## src/rtl/tx_mux_pkg.sv

```systemverilog
// tx_mux_pkg: shared widths, record layout and FSM encoding for the TX arbiter mux.
// Latency: n/a (types and constants only).
// Backpressure: n/a.
package tx_mux_pkg;

  localparam int ADDR_W = 8;
  localparam int BS_W   = 8;
  localparam int TS_W   = 32;
  localparam int REC_W  = ADDR_W + BS_W + TS_W;

  // One trading record as handed to the UART serializer.
  typedef struct packed {
    logic [ADDR_W-1:0] addr;
    logic [BS_W-1:0]   buysell;
    logic [TS_W-1:0]   timestamp;
  } tx_rec_t;

  // Issue sequencing: pick a record, pulse it out, then follow tx_busy.
  typedef enum logic [1:0] {
    ST_IDLE    = 2'd0,
    ST_ISSUE   = 2'd1,
    ST_WAIT_HI = 2'd2,
    ST_WAIT_LO = 2'd3
  } tx_state_e;

endpackage

```

## src/rtl/tx_rec_fifo.sv

```systemverilog
// tx_rec_fifo: single-clock record FIFO, one push and one pop per edge.
// Latency: a pushed record is at the head (empty_o low) the cycle after its edge; head data is combinational.
// Backpressure: push while full is ignored unless a pop lands on the same edge; pop while empty is ignored.
module tx_rec_fifo
  import tx_mux_pkg::*;
#(
  parameter int DEPTH = 16
) (
  input  logic    clk,
  input  logic    reset_n,
  input  logic    push_i,
  input  tx_rec_t push_dat_i,
  input  logic    pop_i,
  output tx_rec_t head_dat_o,
  output logic    full_o,
  output logic    empty_o
);

  localparam int AW = (DEPTH > 1) ? $clog2(DEPTH) : 1;

  tx_rec_t     mem_q [DEPTH];
  logic [AW:0] wptr_q, rptr_q;
  logic [AW:0] wptr_d, rptr_d;
  logic        wr_en;
  logic        rd_en;

  // Extra pointer MSB distinguishes full from empty when the address bits match.
  assign empty_o = (wptr_q == rptr_q);
  assign full_o  = (wptr_q[AW] != rptr_q[AW]) && (wptr_q[AW-1:0] == rptr_q[AW-1:0]);

  // A pop on the same edge frees the slot, so a push into a full FIFO still lands.
  assign rd_en = pop_i && !empty_o;
  assign wr_en = push_i && (!full_o || rd_en);

  assign wptr_d = wr_en ? (wptr_q + 1'b1) : wptr_q;
  assign rptr_d = rd_en ? (rptr_q + 1'b1) : rptr_q;

  assign head_dat_o = mem_q[rptr_q[AW-1:0]];

  // Pointer registers.
  always_ff @(posedge clk or negedge reset_n) begin
    if (!reset_n) begin
      wptr_q <= '0;
      rptr_q <= '0;
    end else begin
      wptr_q <= wptr_d;
      rptr_q <= rptr_d;
    end
  end

  // Storage write; contents need no reset since the pointers gate every read.
  always_ff @(posedge clk) begin
    if (wr_en) begin
      mem_q[wptr_q[AW-1:0]] <= push_dat_i;
    end
  end

endmodule

```

## src/rtl/tx_arb_mux.sv

```systemverilog
// tx_arb_mux: per-channel record FIFOs drained round-robin into one UART TX serializer.
// Latency: push at edge t on an idle empty system gives tx_dv high in the cycle after edge t+2; >=4 cycles between pulses.
// Backpressure: tx_busy holds issue in IDLE and paces each record; pushes to a full FIFO are dropped and flagged in ovf.
module tx_arb_mux
  import tx_mux_pkg::*;
#(
  parameter int N_CH     = 4,
  parameter int DEPTH    = 16,
  parameter int BUSY_TMO = 4,
  localparam int CH_W    = (N_CH > 1) ? $clog2(N_CH) : 1
) (
  input  logic                   clk,
  input  logic                   reset_n,
  input  logic [N_CH-1:0]        tx_dv_in,
  input  logic [ADDR_W*N_CH-1:0] tx_addr_in,
  input  logic [BS_W*N_CH-1:0]   tx_buysell_in,
  input  logic [TS_W*N_CH-1:0]   tx_timestamp_in,
  output logic [ADDR_W-1:0]      tx_addr,
  output logic [BS_W-1:0]        tx_buysell,
  output logic [TS_W-1:0]        tx_timestamp,
  output logic [CH_W-1:0]        tx_ch,
  output logic                   tx_dv,
  input  logic                   tx_busy,
  output logic [N_CH-1:0]        ovf,
  input  logic [N_CH-1:0]        ovf_clr
);

  localparam int TMO_W = (BUSY_TMO > 1) ? $clog2(BUSY_TMO) : 1;

  tx_rec_t          push_rec [N_CH];
  tx_rec_t          head_rec [N_CH];
  logic [N_CH-1:0]  fifo_full;
  logic [N_CH-1:0]  fifo_empty;
  logic [N_CH-1:0]  pop_d;
  logic [N_CH-1:0]  ovf_drop;

  tx_state_e        state_q;
  logic [CH_W-1:0]  rr_q;
  logic [CH_W-1:0]  rr_d;
  logic [TMO_W-1:0] tmo_q;
  logic             tx_dv_q;
  tx_rec_t          rec_q;
  logic [CH_W-1:0]  ch_q;
  logic [N_CH-1:0]  ovf_q;

  logic             grant_vld;
  logic [CH_W-1:0]  grant_idx;
  logic             issue_ok;

  for (genvar k = 0; k < N_CH; k++) begin : g_ch
    assign push_rec[k].addr      = tx_addr_in[ADDR_W*k +: ADDR_W];
    assign push_rec[k].buysell   = tx_buysell_in[BS_W*k +: BS_W];
    assign push_rec[k].timestamp = tx_timestamp_in[TS_W*k +: TS_W];

    tx_rec_fifo #(
      .DEPTH (DEPTH)
    ) u_fifo (
      .clk        (clk),
      .reset_n    (reset_n),
      .push_i     (tx_dv_in[k]),
      .push_dat_i (push_rec[k]),
      .pop_i      (pop_d[k]),
      .head_dat_o (head_rec[k]),
      .full_o     (fifo_full[k]),
      .empty_o    (fifo_empty[k])
    );
  end

  // Round-robin grant: first non-empty channel at or above rr_q, wrapping; the
  // loop runs downward so the smallest distance from rr_q is assigned last.
  always_comb begin : p_grant
    int              cand;
    logic [CH_W-1:0] cand_idx;
    cand      = 0;
    cand_idx  = '0;
    grant_vld = 1'b0;
    grant_idx = '0;
    for (int i = N_CH - 1; i >= 0; i--) begin
      cand = int'(rr_q) + i;
      if (cand >= N_CH) begin
        cand = cand - N_CH;
      end
      cand_idx = CH_W'(cand);
      if (!fifo_empty[cand_idx]) begin
        grant_vld = 1'b1;
        grant_idx = cand_idx;
      end
    end
  end

  assign issue_ok = (state_q == ST_IDLE) && grant_vld && !tx_busy;
  assign rr_d     = (grant_idx == CH_W'(N_CH - 1)) ? '0 : (grant_idx + 1'b1);

  // One-hot pop of the granted FIFO on the edge that leaves IDLE.
  always_comb begin
    pop_d = '0;
    if (issue_ok) begin
      pop_d[grant_idx] = 1'b1;
    end
  end

  // A push is lost only when the FIFO is full and is not being popped on that edge.
  assign ovf_drop = tx_dv_in & fifo_full & ~pop_d;

  // Issue sequencer with registered record, channel and valid-pulse outputs.
  always_ff @(posedge clk or negedge reset_n) begin
    if (!reset_n) begin
      state_q <= ST_IDLE;
      rr_q    <= '0;
      tmo_q   <= '0;
      tx_dv_q <= 1'b0;
      rec_q   <= '0;
      ch_q    <= '0;
    end else begin
      tx_dv_q <= 1'b0;
      unique case (state_q)
        ST_IDLE: begin
          if (issue_ok) begin
            rec_q   <= head_rec[grant_idx];
            ch_q    <= grant_idx;
            rr_q    <= rr_d;
            state_q <= ST_ISSUE;
          end
        end
        ST_ISSUE: begin
          tx_dv_q <= 1'b1;
          tmo_q   <= '0;
          state_q <= ST_WAIT_HI;
        end
        ST_WAIT_HI: begin
          if (tx_busy) begin
            state_q <= ST_WAIT_LO;
          end else if (tmo_q == TMO_W'(BUSY_TMO - 1)) begin
            state_q <= ST_IDLE;
          end else begin
            tmo_q <= tmo_q + 1'b1;
          end
        end
        ST_WAIT_LO: begin
          if (!tx_busy) begin
            state_q <= ST_IDLE;
          end
        end
        default: state_q <= ST_IDLE;
      endcase
    end
  end

  // Sticky overflow flags; a drop wins over a clear in the same cycle.
  always_ff @(posedge clk or negedge reset_n) begin
    if (!reset_n) begin
      ovf_q <= '0;
    end else begin
      ovf_q <= ovf_drop | (ovf_q & ~ovf_clr);
    end
  end

  assign tx_addr      = rec_q.addr;
  assign tx_buysell   = rec_q.buysell;
  assign tx_timestamp = rec_q.timestamp;
  assign tx_ch        = ch_q;
  assign tx_dv        = tx_dv_q;
  assign ovf          = ovf_q;

endmodule
```

## config.mk

```make
export PLATFORM = sky130hd
export DESIGN_NAME = tx_arb_mux
export DESIGN_NICKNAME = d
export VERILOG_FILES = /design/src/rtl/tx_mux_pkg.sv /design/src/rtl/tx_rec_fifo.sv /design/src/rtl/tx_arb_mux.sv
export SDC_FILE = /design/constraint.sdc
export NUM_CORES = 2
export LEC_CHECK = 0
export ABC_CLOCK_PERIOD_IN_PS = 9700
export CORE_AREA = 2 2 639 641
export DETAILED_ROUTE_END_ITERATION = 8
export DIE_AREA = 0 0 641 643
export PLACE_DENSITY = 0.54
export REMOVE_ABC_BUFFERS = 1
export SLEW_MARGIN = 20
export SYNTH_ARGS = -nofsm -noshare
export SYNTH_HDL_FRONTEND = slang
export SYNTH_HIERARCHICAL = 1
export SYNTH_SLANG_ARGS = --single-unit
```

## constraint.sdc

```tcl
create_clock -name clk -period 9.7 [get_ports clk]
set_clock_uncertainty 0.05 [all_clocks]
set_input_delay 2.91 -clock clk [delete_from_list [all_inputs] [get_ports clk]]
set_output_delay 2.91 -clock clk [all_outputs]
set_load 0.01 [all_outputs]
```

==> metrics.cfg <==
[outcome]
status = finished clean

[critical_path]
cp_max_fo = 54
setup.worst_path.start_class = input pin
cp_cell_sequence = clkdlybuf4s50_1 -> nor3_1 -> nand2_2 -> buf_4 -> or2_1 -> nor2_1 -> o31a_1 -> and3_2 -> buf_4
slowest_stage = and3_2
end_kind = flip-flop
worstPathRequired_ns = 10.22
path_class = in2reg
critical-path-max-stage-delay_ns = 1.03
critPathMostFrequentCell = buf_4
arrival_ns = 7.32

[yosys]
synth_area_leaders = edfxtp_1, mux4_2, a22oi_1
postSynthAreaPerCell_um2 = 22.8
synth_top_area_cell = edfxtp_1
synthSimpleGateAreaFrac_pct = 1.41
synth_xor_area_share_pct = 0.376
syn-instance-count = 5315
synth_edf_count = 3072
synth-main-ff-cell = edfxtp_1
ys_seq_area_share_pct = 78.3
async_reset_ff_share_pct = 3.18
synth_cell_type_count = 43
ys_ff_latch = 3173
synthAdderAreaFrac_pct = 0.238
synthTopCellsByCount = edfxtp_1, mux4_2, a22oi_1
yosys.cell_count.top_type = edfxtp_1
synth_top_area_share_pct = 76.2
netlist_area_um2 = 121000
synth.mux.area_fraction_pct = 15.1
synth_compound_area_share_pct = 3.10
synth_top_family_by_area = multiplexers
yosys_warnings = 6

[route]
drc_errors = 0
ant_nets = 0
wl_per_cell_um = 28.6
viasPerCell = 4.96
first_pass_iters = 6
drtIter0Drc = 6181
vias = 56700
drt-total-wl_mm = 327

[grt]
grt_pass1_vias = 57900
gr-total-overflow = 0
grt_usage_pct = 15.5
grt_pass1_wl_mm = 456
antenna_found_initial = 80
grt_max_degree = 117

[die]
die_x_um = 641
io_pins = 258
core_um2 = 405000
fp.dieH_um = 643
initial_core_util_pct = 29.9
rows = 234
die-area_um2 = 412000

[clocking]
path_clk_slew_ns = 0.06
clock-sinks = 3173
htreeDepth = 5
postCtsSetupBuffers = 0
cts_made_buffers = 337
cts_tree = built
insertion_delay_ns = 0.92
ctsResizeCount = 0
root_buffer = clkbuf_16
clockBufferDepth = 4
ctsHoldBuffers = 0

[sta]
setup_viol = 0
hold_viol = 0
rsz0062_at_grt = false
whs_ns = 0.440
fin_ws_ns = 2.90
tightest_slew_ns = 1.14
period_share_pct = 70.1
period_needed_ns = 6.80
maxSlewViolCount = 0
max_slew_margin_pct = 23.7
tns_ns = 0
fmax_ghz = 0.147

[cells_and_area]
area_delta_synth_final_pct = 16.5
layout.nets = 5924
layout-drive-gt1-share_pct = 23.8
post-route-cell-area_um2 = 141000
fill_cells = 37400

[pwr]
p_sw_mw = 13.0
comb_power_share_pct = 26.7
powerDensity_nw_per_um2 = 295
intPower_mw = 28.6
p_leak_nw = 43.9
p_sw_share_pct = 31.2
pwr-share-seq_pct = 42.1
max-vdd-ir-drop_mv = 0.226
p_clk_share_pct = 31.2

[placement]
place_ws_ns = 1.93
numPortBuffers = 257
gp_congestion = 0.882
postPlaceCellArea_um2 = 130000
dpl.hpwl_mm = 199

[min_path]
hp-class = reg2reg

[job]
maxCapViolations = 0

layout by cell type (no fill, tap or decap), drive strengths merged, types with 2 or more instances in the layout:
cell type / Yosys / routed
a21boi: 2 / 2
a22oi: 384 / 384
a2bb2oi: 48 / 48
a31oi: 2 / 2
and2: 9 / 9
and3: 58 / 58
buf: 167 / 87
bufinv: 0 / 41
clkbuf: 132 / 418
clkdlybuf4s50: 0 / 256
clkinv: 0 / 126
clkinvlp: 0 / 9
dfrtp: 101 / 101
diode: 0 / 34
edfxtp: 3072 / 3072
ha: 23 / 23
inv: 22 / 34
mux2: 4 / 4
mux2i: 98 / 98
mux4: 768 / 768
nand2: 222 / 222
nand2b: 2 / 2
nand3: 9 / 9
nand4: 11 / 11
nor2: 20 / 20
nor2b: 22 / 22
nor3: 5 / 5
nor3b: 3 / 3
o21ai: 57 / 57
o22ai: 4 / 4
o311ai: 3 / 3
o31a: 4 / 4
or2: 5 / 5
xnor2: 44 / 44
xor2: 8 / 8
critical path: cells and delay by family:
| kind | cells | cell delay [ns] |
|---|---|---|
| buffers and inverters | 3 | 1.23 |
| AO/OA/AOI/OAI | 1 | 0.54 |
| AND/OR/NAND/NOR | 5 | 2.60 |
layout make-up:
type	instances	area, um^2	area share [%]
repair buffers	343	3290	2.33
inverters	22	82.6	0.0586
multi-input cells	1821	24900	17.7
clock buffers	418	8890	6.31
flip-flops and latches	3173	94800	67.2
diodes	34	85.1	0.0603
clock inverters	188	2180	1.54
well taps	5428	6790	4.82
logic make-up (layout without fill, tap and decap cells):
kind of cell               count (synthesis)  count (layout)
buffers and inverters                    321             971
muxes                                    870             870
xor gates and xnor gates                  52              52
DFF                                     3173            3173
other                                      0              34
adders and majority gates                 23              23
AOI/OAI and AO/OA                        507             507
and+or+nand+nor                          369             369
power by group through the flow:
stage / registers, mW / clock network, mW / logic, mW
2_1_floorplan: 18.3 / 0 / 7.51
3_3_place_gp: 17.7 / 0 / 11.2
3_5_place_dp: 17.8 / 0 / 11.3
4_1_cts: 17.5 / 13.2 / 11.3
5_1_grt: 17.6 / 13.7 / 11.7
6_report: 17.5 / 13.0 / 11.1
per-stage QoR:
| stage | instances | util, % | total power [mW] |
|---|---|---|---|
| CTS | 11400 | 34.8 | 42.1 |
| finish | 11400 | 34.8 | 41.6 |
| floorplan | 5016 | - | 25.8 |
| global route | 11400 | 34.8 | 43.1 |
| detailed placement | 10800 | 32.0 | 29.1 |
| global placement | 10800 | 32.0 | 28.9 |
layer usage:
metal | GRT usage [%] | up-vias | share of wire [%]
li1 | - | 23400 | -
met1 | 20.6 | 30900 | 41
met2 | 25.1 | 1790 | 48
met3 | 2.95 | 513 | 6.3
met4 | 6.25 | 42 | 4.4
met5 | 0 | - | 0.081
flip-flops by register name, summed over array words and instances (netlist names):
| name | flops |
|---|---|
| tmo_q | 2 |
| g_ch.u_fifo/mem_q | 3072 |
| g_ch.u_fifo/rptr_q | 20 |
| tx_buysell | 8 |
| rr_q | 2 |
| tx_ch | 2 |
| state_q | 2 |
| tx_addr | 8 |
| tx_timestamp | 32 |
| g_ch.u_fifo/wptr_q | 20 |
| tx_dv | 1 |
| ovf | 4 |
path summary, 6_finish.rpt:
path | from | to | slack [ns] | depth (start not counted)
min in group asynchronous | reset_n | ovf[2] | 1.88 | 1
setup reg to reg | g_ch[3].u_fifo/rptr_q[0] | g_ch[0].u_fifo/mem_q[11][31] | 3.34 | 12
hold reg to reg | g_ch[3].u_fifo/wptr_q[4] | g_ch[3].u_fifo/wptr_q[4] | 0.44 | 1
setup / recovery | tx_busy | g_ch[1].u_fifo/mem_q[13][24] | 2.90 | 9
max in group asynchronous | reset_n | g_ch[1].u_fifo/rptr_q[0] | 6.40 | 2
hold / removal | g_ch[3].u_fifo/wptr_q[4] | g_ch[3].u_fifo/wptr_q[4] | 0.44 | 1
Power figures use the tool's default switching activity.
